==> config.mk <==
export PLATFORM = sky130hd
export DESIGN_NAME = memory_access_cycle
export DESIGN_NICKNAME = d
export VERILOG_FILES = /design/src/rtl/mem_pkg.sv /design/src/rtl/memory_access_cycle_align.sv /design/src/rtl/memory_access_cycle.sv
export SDC_FILE = /design/constraint.sdc
export NUM_CORES = 1
export LEC_CHECK = 0
export CELL_PAD_IN_SITES_DETAIL_PLACEMENT = 0
export CELL_PAD_IN_SITES_GLOBAL_PLACEMENT = 2
export CORE_MARGIN = 2
export CORE_UTILIZATION = 25
export CTS_BUF_LIST = sky130_fd_sc_hd__clkbuf_16
export DETAILED_ROUTE_END_ITERATION = 8
export GPL_TIMING_DRIVEN = 0
export PLACE_DENSITY_LB_ADDON = 0.1
export SLEW_MARGIN = 20
export SYNTH_ARGS = -nofsm -noshare
export SYNTH_HDL_FRONTEND = slang
export SYNTH_SLANG_ARGS = --single-unit
==> constraint.sdc <==
create_clock -name clk -period 8.8 [get_ports clk]
set_clock_uncertainty 0.05 [all_clocks]
set_input_delay 1.76 -clock clk [delete_from_list [all_inputs] [get_ports clk]]
set_output_delay 1.76 -clock clk [all_outputs]
set_load 0.03 [all_outputs]
==> src/rtl/mem_pkg.sv <==
// Shared constants and types for the MEM pipeline stage of the RV32I core.
package mem_pkg;

    localparam logic [2:0] F3_B  = 3'b000;
    localparam logic [2:0] F3_H  = 3'b001;
    localparam logic [2:0] F3_W  = 3'b010;
    localparam logic [2:0] F3_BU = 3'b100;
    localparam logic [2:0] F3_HU = 3'b101;

    localparam logic [2:0] RFWD_SEL_LOAD = 3'b001;

    typedef enum logic {
        IDLE,
        WAIT
    } mem_state_t;

endpackage

==> src/rtl/memory_access_cycle_align.sv <==
// Byte-lane steering for RV32I loads/stores: byte enables, write-data
// replication, legality/alignment checks and load extraction/extension.
module load_store_align
    import mem_pkg::*;
(
    input  logic [2:0]  funct3,
    input  logic [1:0]  offset,
    input  logic        is_store,
    input  logic [31:0] store_data,
    input  logic [31:0] read_data,
    output logic [3:0]  byte_en,
    output logic [31:0] write_data,
    output logic [31:0] load_data,
    output logic        illegal,
    output logic        misaligned
);

    logic [7:0]  lane_byte;
    logic [15:0] lane_half;

    always_comb begin
        case (funct3)
            F3_B, F3_H, F3_W: illegal = 1'b0;
            F3_BU, F3_HU:     illegal = is_store;
            default:          illegal = 1'b1;
        endcase
    end

    // Size is encoded in funct3[1:0]; the unsigned loads share lanes with the signed ones.
    always_comb begin
        byte_en    = '0;
        write_data = '0;
        misaligned = 1'b0;
        case (funct3[1:0])
            2'b00: begin
                byte_en    = 4'b0001 << offset;
                write_data = {4{store_data[7:0]}};
            end
            2'b01: begin
                byte_en    = offset[1] ? 4'b1100 : 4'b0011;
                write_data = {2{store_data[15:0]}};
                misaligned = offset[0];
            end
            default: begin
                byte_en    = 4'b1111;
                write_data = store_data;
                misaligned = (offset != 2'b00);
            end
        endcase
    end

    always_comb begin
        case (offset)
            2'd0:    lane_byte = read_data[7:0];
            2'd1:    lane_byte = read_data[15:8];
            2'd2:    lane_byte = read_data[23:16];
            default: lane_byte = read_data[31:24];
        endcase
        lane_half = offset[1] ? read_data[31:16] : read_data[15:0];
    end

    always_comb begin
        case (funct3)
            F3_B:    load_data = {{24{lane_byte[7]}}, lane_byte};
            F3_BU:   load_data = {24'b0, lane_byte};
            F3_H:    load_data = {{16{lane_half[15]}}, lane_half};
            F3_HU:   load_data = {16'b0, lane_half};
            default: load_data = read_data;
        endcase
    end

endmodule

==> src/rtl/memory_access_cycle.sv <==
// MEM stage of the RV32I pipeline: ready-handshake load/store bus access with
// wait-state stalling, timeout abort and the MEM/WB pipeline register.
module memory_access_cycle
    import mem_pkg::*;
#(
    parameter int unsigned TIMEOUT_CYCLES = 16,
    parameter int unsigned CNT_W          = 5
) (
    input  logic        clk,
    input  logic        reset,
    input  logic        regFileWe_EXE,
    input  logic [2:0]  RFWDSrcMuxSel_EXE,
    input  logic        busWe_EXE,
    input  logic [31:0] instrCode_EXE,
    input  logic [31:0] aluResult_EXE,
    input  logic [31:0] RFData2_EXE,
    input  logic [31:0] immExt_EXE,
    input  logic [31:0] PC_Imm_AdderResult_EXE,
    input  logic [31:0] PC_4_AdderResult_EXE,
    output logic        busReq,
    output logic        busWe,
    output logic [31:0] busAddr,
    output logic [3:0]  busBE,
    output logic [31:0] busWData,
    input  logic        busReady,
    input  logic [31:0] busRData,
    output logic        stall_MEM,
    output logic        accessFault,
    output logic        regFileWe_MEM,
    output logic [2:0]  RFWDSrcMuxSel_MEM,
    output logic [31:0] instrCode_MEM,
    output logic [31:0] aluResult_MEM,
    output logic [31:0] loadData_MEM,
    output logic [31:0] immExt_MEM,
    output logic [31:0] PC_Imm_AdderResult_MEM,
    output logic [31:0] PC_4_AdderResult_MEM
);

    mem_state_t       state;
    logic [CNT_W-1:0] wait_cnt;
    logic [31:0]      hold_addr;
    logic [31:0]      hold_wdata;
    logic [2:0]       hold_funct3;
    logic             hold_we;

    logic        in_wait;
    logic        access;
    logic [31:0] cur_addr;
    logic [31:0] cur_wdata;
    logic [2:0]  cur_funct3;
    logic        cur_we;
    logic [3:0]  lane_be;
    logic [31:0] lane_wdata;
    logic [31:0] lane_load;
    logic        illegal;
    logic        misaligned;
    logic        req_ok;
    logic        timeout;
    logic        bus_active;
    logic        complete;
    logic        fault;

    assign in_wait = (state == WAIT);
    assign access  = busWe_EXE || (RFWDSrcMuxSel_EXE == RFWD_SEL_LOAD);

    // Once waiting, every bus field comes from the hold registers so the
    // request stays stable regardless of what the EXE register presents.
    assign cur_addr   = in_wait ? hold_addr   : aluResult_EXE;
    assign cur_wdata  = in_wait ? hold_wdata  : RFData2_EXE;
    assign cur_funct3 = in_wait ? hold_funct3 : instrCode_EXE[14:12];
    assign cur_we     = in_wait ? hold_we     : busWe_EXE;

    load_store_align u_align (
        .funct3     (cur_funct3),
        .offset     (cur_addr[1:0]),
        .is_store   (cur_we),
        .store_data (cur_wdata),
        .read_data  (busRData),
        .byte_en    (lane_be),
        .write_data (lane_wdata),
        .load_data  (lane_load),
        .illegal    (illegal),
        .misaligned (misaligned)
    );

    assign req_ok     = access && !illegal && !misaligned;
    assign timeout    = in_wait && (wait_cnt == CNT_W'(TIMEOUT_CYCLES));
    assign bus_active = !reset && (in_wait || req_ok);
    assign complete   = bus_active && busReady;
    assign fault      = !reset && ((!in_wait && access && (illegal || misaligned))
                                   || (timeout && !busReady));

    assign stall_MEM   = !reset && ((!in_wait && req_ok && !busReady)
                                    || (in_wait && !busReady && !timeout));
    assign accessFault = fault;

    assign busReq   = bus_active;
    assign busWe    = bus_active && cur_we;
    assign busAddr  = bus_active ? {cur_addr[31:2], 2'b00} : '0;
    assign busBE    = bus_active ? lane_be : '0;
    assign busWData = (bus_active && cur_we) ? lane_wdata : '0;

    always_ff @(posedge clk or posedge reset) begin
        if (reset) begin
            state       <= IDLE;
            wait_cnt    <= '0;
            hold_addr   <= '0;
            hold_wdata  <= '0;
            hold_funct3 <= '0;
            hold_we     <= 1'b0;
        end else begin
            case (state)
                IDLE: begin
                    if (req_ok && !busReady) begin
                        state       <= WAIT;
                        wait_cnt    <= CNT_W'(1);
                        hold_addr   <= aluResult_EXE;
                        hold_wdata  <= RFData2_EXE;
                        hold_funct3 <= instrCode_EXE[14:12];
                        hold_we     <= busWe_EXE;
                    end
                end
                WAIT: begin
                    if (busReady || timeout) begin
                        state    <= IDLE;
                        wait_cnt <= '0;
                    end else begin
                        wait_cnt <= wait_cnt + CNT_W'(1);
                    end
                end
                default: state <= IDLE;
            endcase
        end
    end

    always_ff @(posedge clk or posedge reset) begin
        if (reset) begin
            regFileWe_MEM          <= 1'b0;
            RFWDSrcMuxSel_MEM      <= '0;
            instrCode_MEM          <= '0;
            aluResult_MEM          <= '0;
            loadData_MEM           <= '0;
            immExt_MEM             <= '0;
            PC_Imm_AdderResult_MEM <= '0;
            PC_4_AdderResult_MEM   <= '0;
        end else if (stall_MEM) begin
            regFileWe_MEM     <= 1'b0;
            RFWDSrcMuxSel_MEM <= '0;
            instrCode_MEM     <= '0;
        end else begin
            regFileWe_MEM          <= regFileWe_EXE && !fault;
            RFWDSrcMuxSel_MEM      <= RFWDSrcMuxSel_EXE;
            instrCode_MEM          <= instrCode_EXE;
            aluResult_MEM          <= aluResult_EXE;
            loadData_MEM           <= (complete && !cur_we) ? lane_load : '0;
            immExt_MEM             <= immExt_EXE;
            PC_Imm_AdderResult_MEM <= PC_Imm_AdderResult_EXE;
            PC_4_AdderResult_MEM   <= PC_4_AdderResult_EXE;
        end
    end

endmodule

## Yosys cells after proc, flatten, opt, wreduce, memory -nomap -nowiden

Index checks and enable logic that the tools add are counted.

| operators by class | value |
|---|---|
| $add $sub $neg | 1 |
| eq/ne operators | 10 |
| shift-type cells | 1 |
| mux-type cells | 25 |
| bitwise gates (word level) | 1 |
| reductions and logical operators | 39 |

Operator list:

| operator | count |
|---|---|
| $mux 32 | 6 |
| $pmux 32 s4 | 1 |
| $pmux 32 s2 | 1 |
| $pmux 8 s3 | 1 |
| $logic_and 1x1->1 | 18 |
| $mux 16 | 1 |
| $mux 5 | 2 |
| $pmux 5 s2 | 1 |
| $logic_not 1->1 | 8 |
| $mux 4 | 2 |
| $pmux 4 s2 | 1 |
| $eq 3x1->1 const B | 2 |
| $eq 3x3->1 const B | 2 |
| $logic_or 1x1->1 | 6 |
| $mux 3 | 2 |
| $pmux 1 s2 | 3 |
| $add 5x1->5 const B | 1 |
| $eq 5x5->1 const B | 1 |
| $eq 2x1->1 const B | 2 |
| $logic_not 2->1 | 2 |
| $mux 1 | 4 |
| $shl 1x2->4 const A | 1 |
| $eq 3x2->1 const B | 1 |
| $logic_not 3->1 | 1 |
| other kinds (7) | 7 |

| storage, ports and cells | value |
|---|---|
| register bits after elaboration | 270 |
| bits of input ports | 232 |
| output and inout bits | 268 |
| logic and storage cells | 91 |

## Depth between registers and ports, before layout

Gate-level depths: netlist of the first run.

| logic depth | value |
|---|---|
| word-level depth | 12 |
| gate-level depth with buffers | 12 |
| depth with buffers taken out | 8 |

## Modules after synthesis

A second synthesis of the first run with hierarchy kept.

| second synthesis, totals | value |
|---|---|
| cells, all modules | 925 |
| area total of the unflattened synthesis | 12192.9 um^2 |

By module, submodules not included:

| module | instances | cells each | area each (um^2) | seq. area each (um^2) |
|---|---|---|---|---|
| memory_access_cycle | 1 | 763 | 11089.4 | 6756.5 |
| load_store_align | 1 | 162 | 1103.6 | 0.0 |

## Worst setup path before layout of the first run

OpenSTA, ideal clock, no wires.

| timing | value |
|---|---|
| path kind | in2out |
| start | input aluResult_EXE[0] |
| end | output busWData[10] |
| arrival | 3.804 ns |
| required time | 6.990 ns |
| slack | 3.186 ns |
| stages | 7 |
| path buffers | 2 |
| path through | clkbuf_1 -> mux2i_4 -> a21o_2 -> nand4_1 -> a21o_1 -> buf_1 -> a211oi_1 |

| between the ends | value |
|---|---|
| cells in the longest elaborated chain, start to end | 9 |

Ends and longest elaborated chain:

| what | line | RTL |
|---|---|---|
| start: declaration | memory_access_cycle.sv:15 | `input logic [31:0] aluResult_EXE,` |
| $mux 32 * | memory_access_cycle.sv:68 | `assign cur_addr = in_wait ? hold_addr : aluResult_EXE;` |
| $reduce_bool 2->1 | memory_access_cycle_align.sv:47 | `misaligned = (offset != 2'b00);` |
| $pmux 1 s2 * | memory_access_cycle_align.sv:34 | `case (funct3[1:0])` |
| $logic_not 1->1 * | memory_access_cycle.sv:86 | `assign req_ok = access && !illegal && !misaligned;` |
| $logic_and 1x1->1 * | memory_access_cycle.sv:86 |  |
| $logic_or 1x1->1 * | memory_access_cycle.sv:88 | `assign bus_active = !reset && (in_wait \|\| req_ok);` |
| $logic_and 1x1->1 * | memory_access_cycle.sv:88 |  |
| $logic_and 1x1->1 * | memory_access_cycle.sv:101 | `assign busWData = (bus_active && cur_we) ? lane_wdata : '0;` |
| $mux 32 * | memory_access_cycle.sv:101 |  |
| end: declaration | memory_access_cycle.sv:24 | `output logic [31:0] busWData,` |

Mark *: on every way between the ends. The rest lies on a longest branch, timed or not.

## Worst setup path after layout of the first run

| timing | value |
|---|---|
| start | input instrCode_EXE[14] |
| end | output busBE[1] |

| between the ends | value |
|---|---|
| cells in the longest elaborated chain, start to end | 10 |
| elaborated cells on any way between the ends | 15 |
| classes of those cells | eq/ne (4); mux (3); reduce/logical (8) |

Ends and longest elaborated chain:

| what | line | RTL |
|---|---|---|
| start: declaration | memory_access_cycle.sv:14 | `input logic [31:0] instrCode_EXE,` |
| $mux 3 * | memory_access_cycle.sv:70 | `assign cur_funct3 = in_wait ? hold_funct3 : instrCode_EXE[14:12];` |
| $eq 3x2->1 (tied with other cells) | memory_access_cycle_align.sv:22 | `case (funct3)` |
| $reduce_or 3->1 / $reduce_or 2->1 (equally long branches) | memory_access_cycle_align.sv:22 |  |
| $pmux 1 s2 * | memory_access_cycle_align.sv:22 |  |
| $logic_not 1->1 * | memory_access_cycle.sv:86 |  |
| $logic_and 1x1->1 * (2 in series) | memory_access_cycle.sv:86 |  |
| $logic_or 1x1->1 * | memory_access_cycle.sv:88 |  |
| $logic_and 1x1->1 * | memory_access_cycle.sv:88 |  |
| $mux 4 * | memory_access_cycle.sv:100 | `assign busBE = bus_active ? lane_be : '0;` |
| end: declaration | memory_access_cycle.sv:23 | `output logic [3:0] busBE,` |

Marked as above.

==> results of run 1 <==
==> layout by cell type (no fill, tap or decap), types with 3 or more instances in the layout <==
cell / Yosys / final
a221oi_1: 16 / 16
and2_1: 34 / 34
mux2i_1: 48 / 48
nor3b_1: 3 / 3
nand2_1: 16 / 16
o21ai_0: 9 / 9
dfrtp_1: 270 / 270
clkinv_1: 0 / 9
nand3_1: 3 / 3
clkdlybuf4s50_1: 0 / 495
a21o_1: 3 / 3
buf_4: 5 / 5
a21oi_1: 9 / 9
buf_12: 0 / 10
mux2_2: 163 / 163
mux2_1: 3 / 3
nor2b_1: 8 / 8
buf_2: 21 / 21
nor2_1: 82 / 82
buf_6: 8 / 8
buf_1: 9 / 9
a222oi_1: 6 / 6
mux4_2: 6 / 6
clkbuf_1: 19 / 19
mux2_4: 40 / 40
nand2b_1: 4 / 4
nor3_1: 10 / 10
a211oi_1: 26 / 26
clkbuf_16: 0 / 38
inv_1: 11 / 21
o2bb2ai_1: 32 / 32
==> synthesized netlist by cell type (2+ instances only) <==
library cell	instances	area, sq um
dfrtp_1	270	6760
mux2_2	163	1840
nor2_1	82	308
mux2i_1	48	480
mux2_4	40	601
and2_1	34	213
o2bb2ai_1	32	280
a211oi_1	26	195
buf_2	21	105
clkbuf_1	19	71.3
a221oi_1	16	140
nand2_1	16	60.1
inv_1	11	41.3
nor3_1	10	50.1
a21oi_1	9	45.0
buf_1	9	33.8
o21ai_0	9	45.0
buf_6	8	90.1
nor2b_1	8	50.1
a222oi_1	6	60.1
mux4_2	6	135
buf_4	5	37.5
nand2b_1	4	25.0
a21o_1	3	22.5
mux2_1	3	33.8
nand3_1	3	15.0
nor3b_1	3	22.5
ha_1	2	25.0
nand4b_1	2	17.5
nor4_1	2	12.5
o311ai_0	2	17.5
o311ai_1	2	17.5
or3_1	2	12.5
xor2_1	2	17.5
==> power by group through the flow <==
| stage | Combinational, mW | Clock, mW | Sequential (mW) |
|---|---|---|---|
| 6_report | 1.45 | 1.38 | 1.63 |
| 5_1_grt | 1.56 | 1.48 | 1.67 |
| 4_1_cts | 1.48 | 1.44 | 1.63 |
| 3_5_place_dp | 1.48 | 0 | 1.65 |
| 3_3_place_gp | 1.46 | 0 | 1.64 |
| 2_1_floorplan | 0.710 | 0 | 1.80 |
==> sequential cells by signal, indices dropped and copies added, names as in the netlist, 32 cells and up <==
register                cells
immExt_MEM                 32
aluResult_MEM              32
instrCode_MEM              32
hold_addr                  32
PC_4_AdderResult_MEM       32
hold_wdata                 32
PC_Imm_AdderResult_MEM     32
loadData_MEM               32
==> per-layer routing <==
metal | GRT usage | vias up | share of wire | routed length [um]
met3 | 0.0679 | 71 | 0.083 | 3850
met1 | 0.219 | 4709 | 0.40 | 18300
met4 | 0.0615 | 6 | 0.028 | 1300
li1 | - | 4333 | - | -
met2 | 0.309 | 312 | 0.49 | 22600
met5 | 0 | - | 0.00082 | 38
==> cells by family after synthesis <==
kind of cell	Yosys count	share of synthesized area
muxes	261	0.257
adders and majority gates	2	0.00207
and+or+nand+nor	171	0.0695
DFF	270	0.559
other	1	0.000310
xor gates and xnor gates	2	0.00145
buffers and inverters	75	0.0322
AOI/OAI and AO/OA	118	0.0779
==> through the flow <==
step,cell area (sq um),worst slack [ps],std cells,total power [mW]
4_1_cts,19100,1640,2082,4.55
2_1_floorplan,12100,3190,901,2.51
6_report,19100,1770,2084,4.46
3_3_place_gp,17800,449,2011,3.10
5_1_grt,19100,1540,2084,4.71
3_5_place_dp,18000,1650,2021,3.13
==> critical path: cells and delay by family <==
kind / cells / cell delay, ps
AO/OA/AOI/OAI: 3 / 440
buffers and inverters: 5 / 2410
AND/OR/NAND/NOR: 3 / 600
==> worst min path at each step <==
stage                                            start                            to  cells after the start
after floorplan             hold_wdata[11]$_DFFE_PP0P_    hold_wdata[11]$_DFFE_PP0P_                      1
after global placement     loadData_MEM[2]$_DFFE_PP0N_   loadData_MEM[2]$_DFFE_PP0N_                      1
after detailed placement  loadData_MEM[18]$_DFFE_PP0N_  loadData_MEM[18]$_DFFE_PP0N_                      1
after CTS                  loadData_MEM[7]$_DFFE_PP0N_   loadData_MEM[7]$_DFFE_PP0N_                      1
after global routing      loadData_MEM[23]$_DFFE_PP0N_  loadData_MEM[23]$_DFFE_PP0N_                      1
final                     loadData_MEM[14]$_DFFE_PP0N_  loadData_MEM[14]$_DFFE_PP0N_                      1
==> final cells by class <==
cell class | count | area (sq um) | share of cell area
multi-input cells | 556 | 4950 | 0.259
flip-flops and latches | 270 | 6760 | 0.354
diodes | 2 | 5.00 | 0.000262
plain buffers | 62 | 338 | 0.0177
clock inverters | 23 | 126 | 0.00662
repair buffers | 505 | 5150 | 0.270
clock buffers | 38 | 951 | 0.0498
inverters | 13 | 55.1 | 0.00288
well taps | 615 | 769 | 0.0403
==> results.ini, run 1 <==
[run_status]
status=complete, no violations

[critical_path]
crit_slowest_cell=clkdlybuf4s50_1
r2r-start=in_wait$_DFF_PP0_
rr_endpoint=loadData_MEM[1]$_DFFE_PP0N_
endpoint=busBE[1]
crit_fanout=10
critPathCaptureType=output pin
rr_worst_depth=9
critPathKind=input pin to output pin
arrival_ps=5220
r2r_slack_ps=5780
start_kind=input pin
startpoint=instrCode_EXE[14]
cpPeakStageDelay_ps=680
required_ps=6990
cp_cell_sequence=clkdlybuf4s50_1 > a211oi_1 > a31o_1 > or3_1 > buf_2 > nand3_1 > a21o_1 > clkbuf_1 > clkbuf_1 > nor2_1 > clkdlybuf4s50_1

[route]
ant_nets=0
finalWirelength_um=46100
drc=0
wl_per_cell_um=22.1
vias=9431
drtPass1Iterations=5
drt-initial-drc-count=366
routed_via_density=4.53

[timing]
tightestPinTransition_ps=773
timing.hold.ws_ps=438
hold_violations=0
finalCritPeriodShare=0.798
rsz0062_at_grt=no
tns_ps=0
relSlewSlack=0.485
min_period_ps=7030
slew_viol_final=0
finalSetupViolCount=0
fmax_mhz=142

[yosys]
syn_avg_cell_area_sq_um=13.4
ys_async_sr_fraction=1.00
syn-cell-area_sq_um=12100
synth-edff-count=0
synthFlopType=dfrtp_1
synth_warnings=0
netlist_instances=900
yosysSeqAreaShare=0.559
ys_types=56
synth_seq_cells=270

[global_route]
antenna_found_initial=5
first_global_vias=10300
track_usage=0.184
grt-ovfl-total=0
grt_max_degree=30
grt_pass1_wl_um=68800

[die]
initial_core_util=0.253
dieHeight_um=224
die_area_sq_um=50100
core_area_sq_um=47700
rows=80
die_w_um=224
io_pins=500

[clock_tree]
numClockSinks=270
cts_tree=built
cts_max_level=2
numCtsBuffers=36
clockBufferDepth=3
clk_latency_ps=540
cts_root_buffer=clkbuf_16
cts_hold_buf=0
clk_pin_slew_worst_paths_ps=60
post_cts_resized=0
postCtsSetupRepairBufs=0

[final_layout]
postLayoutCoreUtil=0.400
drive_gt1_frac=0.207
fillers=4570
area_growth_pct=58.1
nets=1678

[power]
p_seq_frac=0.366
switchingPower_mw=1.48
switching_share=0.331
power.share.combinational=0.326
irDropWorstVdd_mv=0.146
p_per_area_nw_per_um2=234
pwr-share-clk=0.309
power.leakage_nw=7.75
intPower_mw=2.98

[place]
detailed_place_hpwl_um=35400
port_buffers=495
gp_congestion=0.757

[hold_path]
hold_path.class=flop to flop

[job]
max_cap_viol_count=0

Note: power is estimated with default switching activity, not from simulation.
==> inputs of run 2 (changes only) <==
==> constraint.sdc (replaced) <==
create_clock -name clk -period 5.9 [get_ports clk]
set_clock_uncertainty 0.05 [all_clocks]
set_input_delay 1.18 -clock clk [delete_from_list [all_inputs] [get_ports clk]]
set_output_delay 1.18 -clock clk [all_outputs]
set_load 0.03 [all_outputs]
==> run 2 against run 1 <==
Compared with the run above: sequential share of layout area is essentially flat; sequential power grew 49%; non-clock buffer count is the same; via count about the same; combinational power up 50%; flip-flop and latch count unchanged; first-iteration DRC count down 12%; highest routed layer unchanged; largest cell class unchanged; clock power rose by 49%; power up 49%; worst hold slack about the same; routed wire length about the same.
==> results.ini, run 2 (synthesized netlist as in run 1, its figures left out) <==
[timing]
hold_violations=0  ; unchanged
rsz0062_at_grt=no
slew_viol_final=0  ; unchanged
min_period_ps=5680
fmax_mhz=176
fin_ws_ps=225  ; -1550 ps
tightestPinTransition_ps=773  ; +0.257 ps
finalSetupViolCount=0  ; unchanged
timing.hold.ws_ps=438  ; +0.308 ps
relSlewSlack=0.485  ; about the same
tns_ps=0  ; unchanged
finalCritPeriodShare=0.962

[route]
routed_via_density=4.52  ; about the same
vias=9427  ; -0.042%
wl_per_cell_um=22.1  ; about the same
drt-initial-drc-count=321  ; -12%
finalWirelength_um=46100  ; about the same
ant_nets=0  ; unchanged
drc=0  ; unchanged
drtPass1Iterations=5  ; unchanged

[power]
pwr-share-clk=0.309  ; about the same
irDropWorstVdd_mv=0.218  ; +49%
switching_share=0.331  ; about the same
p_seq_frac=0.366  ; about the same
power.share.combinational=0.326  ; about the same
p_per_area_nw_per_um2=348  ; +49%
intPower_mw=4.45  ; +49%
power.leakage_nw=7.77  ; +0.33%
switchingPower_mw=2.21  ; +49%

[run_status]
status=complete, no violations

[critical_path]
required_ps=4670  ; -2320 ps
crit_fanout=10  ; unchanged
start_kind=input pin
cpPeakStageDelay_ps=660  ; -20 ps
cp_cell_sequence=clkdlybuf4s50_1 > a211oi_1 > a31o_1 > or3_1 > buf_2 > nand3_1 > a21o_1 > clkbuf_1 > clkbuf_2 > nor2_1 > clkdlybuf4s50_1
startpoint=instrCode_EXE[14]
cp_top_family=buffers and inverters
critPathKind=input pin to output pin
crit_slowest_cell=clkdlybuf4s50_1
r2r-start=in_wait$_DFF_PP0_
arrival_ps=4450  ; -770 ps
crit_buf_inv=5  ; unchanged
cp_common_cell=clkdlybuf4s50_1
critPathCaptureType=output pin

[final_layout]
drive_gt1_frac=0.209  ; +0.00204
area_growth_pct=58.2  ; about the same
fillers=4574  ; +0.088%
nets=1678  ; unchanged
final_common_cell=clkdlybuf4s50_1
fin_area_sq_um=19100  ; about the same
mostFrequentLayoutCells=clkdlybuf4s50_1 (494), dfrtp_1 (270), mux2_2 (163)

[global_route]
first_global_vias=10300  ; +0.039%
antenna_found_initial=5  ; unchanged
grt_max_degree=30  ; unchanged
grt_pass1_wl_um=68800  ; unchanged
track_usage=0.184  ; about the same
grt-ovfl-total=0  ; unchanged

[clock_tree]
numClockSinks=270  ; unchanged
cts_tree=built
cts_max_level=2  ; unchanged
clk_latency_ps=540  ; about the same
numCtsBuffers=36  ; unchanged
clockBufferDepth=3  ; unchanged
cts_root_buffer=clkbuf_16
cts_hold_buf=0  ; unchanged
clk_pin_slew_worst_paths_ps=60  ; about the same

[die]
core_area_sq_um=47700  ; unchanged
die_area_sq_um=50100  ; unchanged
dieHeight_um=224  ; unchanged
rows=80  ; unchanged
io_pins=500  ; unchanged
die_w_um=224  ; unchanged
initial_core_util=0.253  ; unchanged

[place]
dp_slack_ps=-88.3  ; -1740 ps
gp_congestion=0.757  ; unchanged
detailed_place_hpwl_um=35400  ; unchanged
port_buffers=495  ; unchanged
dpl-instance-area_sq_um=18000  ; unchanged

[hold_path]
hp-start=loadData_MEM[14]$_DFFE_PP0N_
hold_path.class=flop to flop

[job]
max_cap_viol_count=0  ; unchanged

[run 2: changes by cell type in the layout (fill, tap and decap cells not counted), sizes merged]
cell	previous run	this run
clkdlybuf4s50	495	494
dlymetal6s2s	0	1
[run 2: repair_timing]
item                                    4_1_cts  5_1_grt
hold endpoints to repair                      0        0
gates resized for setup                       2        3
setup buffers                                 0        0
endpoints found under the setup margin        4       11
[run 2: power by group through the flow]
stage               sequential (mW)  combinational (mW)  clock [mW]
floorplan                      2.69                1.06           0
global placement               2.45                2.18           0
detailed placement             2.46                2.20           0
CTS                            2.43                2.21        2.14
global route                   2.49                2.33        2.21
finish                         2.43                2.17        2.05
[run 2: metrics by stage]
stage               cells  power [mW]  utilization
finish               2084        6.66        0.400
CTS                  2082        6.79        0.400
floorplan             901        3.75            -
detailed placement   2021        4.66        0.377
global placement     2011        4.63        0.373
global route         2084        7.03        0.400
[run 2: worst paths after layout]
kind / end / slack [ps] / depth (start not counted)
min in group asynchronous: RFWDSrcMuxSel_MEM[1]$_DFF_PP0_ / 1260 / 2
worst max register to register: loadData_MEM[1]$_DFFE_PP0N_ / 2860 / 9
worst min register to register: loadData_MEM[14]$_DFFE_PP0N_ / 440 / 1
worst min-delay path: loadData_MEM[14]$_DFFE_PP0N_ / 440 / 1
max in group asynchronous: PC_4_AdderResult_MEM[9]$_DFFE_PP0N_ / 3290 / 6
worst max-delay path: busBE[1] / 220 / 11
[run 2: routing by layer]
metal | track usage | routed length [um]
met5 | 0 | 38
met4 | 0.0615 | 1300
met3 | 0.0679 | 3860
met2 | 0.309 | 22600
met1 | 0.219 | 18300
[run 2: worst register-to-register path, delay by kind of cell, from the launching register on]
kind	cells	cell delay [ps]
flops	1	370
simple gates	2	940
compound gates	3	670
buf+inv	4	950
[run 2: layout make-up]
type / count / area [sq um] / share of cell area
sequential: 270 / 6760 / 0.354
timing repair buffer: 505 / 5160 / 0.270
multi-input combinational: 556 / 4950 / 0.259
clock buffer: 38 / 951 / 0.0498
tap: 615 / 769 / 0.0403
buffer: 62 / 342 / 0.0179
clock inverter: 23 / 126 / 0.00661
inverter: 13 / 55.1 / 0.00288
antenna: 2 / 5.00 / 0.000262
==> inputs of run 3 (changes only) <==
--- a/config.mk
+++ b/config.mk
@@ -16,4 +16,5 @@
 export SLEW_MARGIN = 20
 export SYNTH_ARGS = -nofsm -noshare
 export SYNTH_HDL_FRONTEND = slang
+export SYNTH_HIERARCHICAL = 1
 export SYNTH_SLANG_ARGS = --single-unit
==> run 3 against run 2 <==
Compared with the run above: register-to-register slack worse by 1100 ps; via count is 0.73% lower; worst setup slack worse by 42 ps; combinational power is 9.7% higher; fmax is 0.74% lower; synthesized cell count is 2.8% higher; utilization is 0.41 points higher; sequential power hardly changed; critical path type unchanged; highest routed layer unchanged.
==> results.ini, run 3 <==
[global_route]
grt-ovfl-total=0  ; unchanged
track_usage=0.182  ; -0.00257
antenna_found_initial=15  ; +10
grt_pass1_wl_um=67500  ; -1.8%
first_global_vias=9793  ; -5.3%
grt_max_degree=33  ; +10%

[route]
ant_nets=0  ; unchanged
routed_via_density=4.43  ; -2.1%
finalWirelength_um=46500  ; +0.85%
drc=0  ; unchanged
drtPass1Iterations=4  ; -1
drt-initial-drc-count=349  ; +8.7%
wl_per_cell_um=22.0  ; -0.58%
vias=9358  ; -0.73%

[critical_path]
r2r-start=in_wait$_DFF_PP0_
required_ps=4670  ; about the same
critPathCaptureType=output pin
critPathKind=input pin to output pin
crit_fanout=10  ; unchanged
arrival_ps=4490  ; +40 ps
start_kind=input pin
startpoint=aluResult_EXE[1]

[power]
irDropWorstVdd_mv=0.150  ; -31%
power.leakage_nw=8.19  ; +5.4%
p_per_area_nw_per_um2=354  ; +1.6%

[clock_tree]
cts_root_buffer=clkbuf_16
cts_hold_buf=0  ; unchanged
cts_max_level=2  ; unchanged
numClockSinks=270  ; unchanged
numCtsBuffers=35  ; -2.8%
clockBufferDepth=3  ; unchanged
clk_latency_ps=540  ; about the same
cts_tree=built
clk_pin_slew_worst_paths_ps=50  ; about the same

[die]
die_w_um=225  ; +0.46%
die_area_sq_um=50600  ; +0.92%
dieHeight_um=225  ; +0.46%
rows=80  ; unchanged
initial_core_util=0.254  ; +0.00129
io_pins=500  ; unchanged
core_area_sq_um=47900  ; +0.42%

[timing]
tightestPinTransition_ps=1120  ; +349 ps
finalSetupViolCount=0  ; unchanged
min_period_ps=5720  ; +42.2 ps
fmax_mhz=175  ; -0.74%
relSlewSlack=0.250  ; -0.235
finalCritPeriodShare=0.969  ; +0.00716
hold_violations=0  ; unchanged
slew_viol_final=0  ; unchanged
rsz0062_at_grt=no

[final_layout]
postLayoutCoreUtil=0.404  ; +0.00412
drive_gt1_frac=0.195  ; -0.0140
fin_cells=2114  ; +1.4%
fillers=4661  ; +1.9%
mostFrequentLayoutCells=clkdlybuf4s50_1 (491), dfrtp_1 (270), mux2_2 (169)
nets=1705  ; +1.6%
area_growth_pct=59.0
final_common_cell=clkdlybuf4s50_1

[job]
max_cap_viol_count=0  ; unchanged

[yosys]
yosysSeqAreaShare=0.554  ; -0.00517
synth_area_leader_cell=dfrtp_1
yosysMostFrequentCell=dfrtp_1
synth_top_area_share=0.554  ; -0.00517
synthFlopType=dfrtp_1
synth-edff-count=0  ; unchanged
netlist_instances=925  ; +2.8%
syn-cell-area_sq_um=12200  ; +0.93%
synth.cells.most_frequent=dfrtp_1 (270), mux2_2 (169), mux2_1 (80), nand2_1 (50), nor2_1 (47)
synth_warnings=6  ; +6
synth_seq_cells=270  ; unchanged
ys_async_sr_fraction=1.00  ; unchanged
ys_types=43  ; -23%
synth_area_leaders=dfrtp_1 (55%), mux2_2 (16%), mux2_1 (7.4%), mux2i_1 (3.8%), a22o_1 (3.0%)
syn_avg_cell_area_sq_um=13.2  ; -1.8%

[place]
gp_congestion=0.779  ; +2.8%
placedCellCount=2049  ; +1.4%
detailed_place_hpwl_um=36500  ; +3.2%
port_buffers=497  ; +0.40%

[hold_path]
hold_path.class=flop to flop
hp-start=hold_we$_DFFE_PP0P_

[run_status]
status=complete, no violations

## run 3: layout make-up
class | instances | area [sq um] | area share
clock buffer | 37 | 926 | 0.0478
sequential | 270 | 6760 | 0.349
inverter | 6 | 26.3 | 0.00136
timing repair buffer | 509 | 5240 | 0.270
buffer | 71 | 435 | 0.0225
antenna | 4 | 10.0 | 0.000516
multi-input combinational | 578 | 5060 | 0.261
tap | 615 | 769 | 0.0397
clock inverter | 24 | 161 | 0.00833
## run 3: routing by layer
layer	up-vias	share of wire	GRT usage
met5	-	0.0029	0
met4	22	0.020	0.0532
met3	68	0.096	0.0729
met2	310	0.50	0.316
met1	4585	0.38	0.205
li1	4373	-	-
## run 3: worst max-delay path, cell delays in order
cell and delay (ps):
clkdlybuf4s50_1 580, mux2_2 210, clkbuf_1 250, buf_2 350
nor2_1 90, nor2_1 280, o21ba_2 220, o21ai_0 110
a21oi_2 370, clkdlybuf4s50_1 830
## run 3: final timing paths
check	to	slack [ps]	depth (start not counted)
worst max-delay path	accessFault	180	10
worst min-delay path	hold_we$_DFFE_PP0P_	430	2
worst max register to register	aluResult_MEM[19]$_DFFE_PP0N_	1740	14
worst min register to register	hold_we$_DFFE_PP0P_	430	2
max in group asynchronous	PC_4_AdderResult_MEM[24]$_DFFE_PP0N_	3610	5
min in group asynchronous	instrCode_MEM[9]$_DFF_PP0_	1290	2
## run 3: what timing repair did
action,CTS,global route
pin swaps,1,0
buffers inserted,1,0
gates resized for setup,17,20
hold endpoints to repair,0,0
endpoints found under the setup margin,70,66
## run 3: metrics by stage
stage                     worst slack [ps]  TNS, ps  power (mW)  area (sq um)  hold slack [ps]
after floorplan                      -1680   -81190        3.87         12200              395
after detailed placement             -1110   -47100        4.85         18200              421
after global placement               -6620  -855570        4.81         18000              422
final                                  182        0        6.86         19400              427
after CTS                             11.4        0        6.99         19300              435
after global routing                  6.78        0        7.25         19400              454
## run 3: kinds of logic after synthesis
group	Yosys count	synth area share
compound gates	86	0.0586
mux	296	0.270
flops	270	0.554
buf+inv	78	0.0355
simple gates	192	0.0798
other cells	1	0.000308
fa+ha+maj	2	0.00205
## run 3: power by group
part | total [mW] | internal [mW] | switching (mW)
Sequential | 2.41 | 2.24 | 0.174
Clock | 2.07 | 1.22 | 0.849
Combinational | 2.38 | 1.14 | 1.24
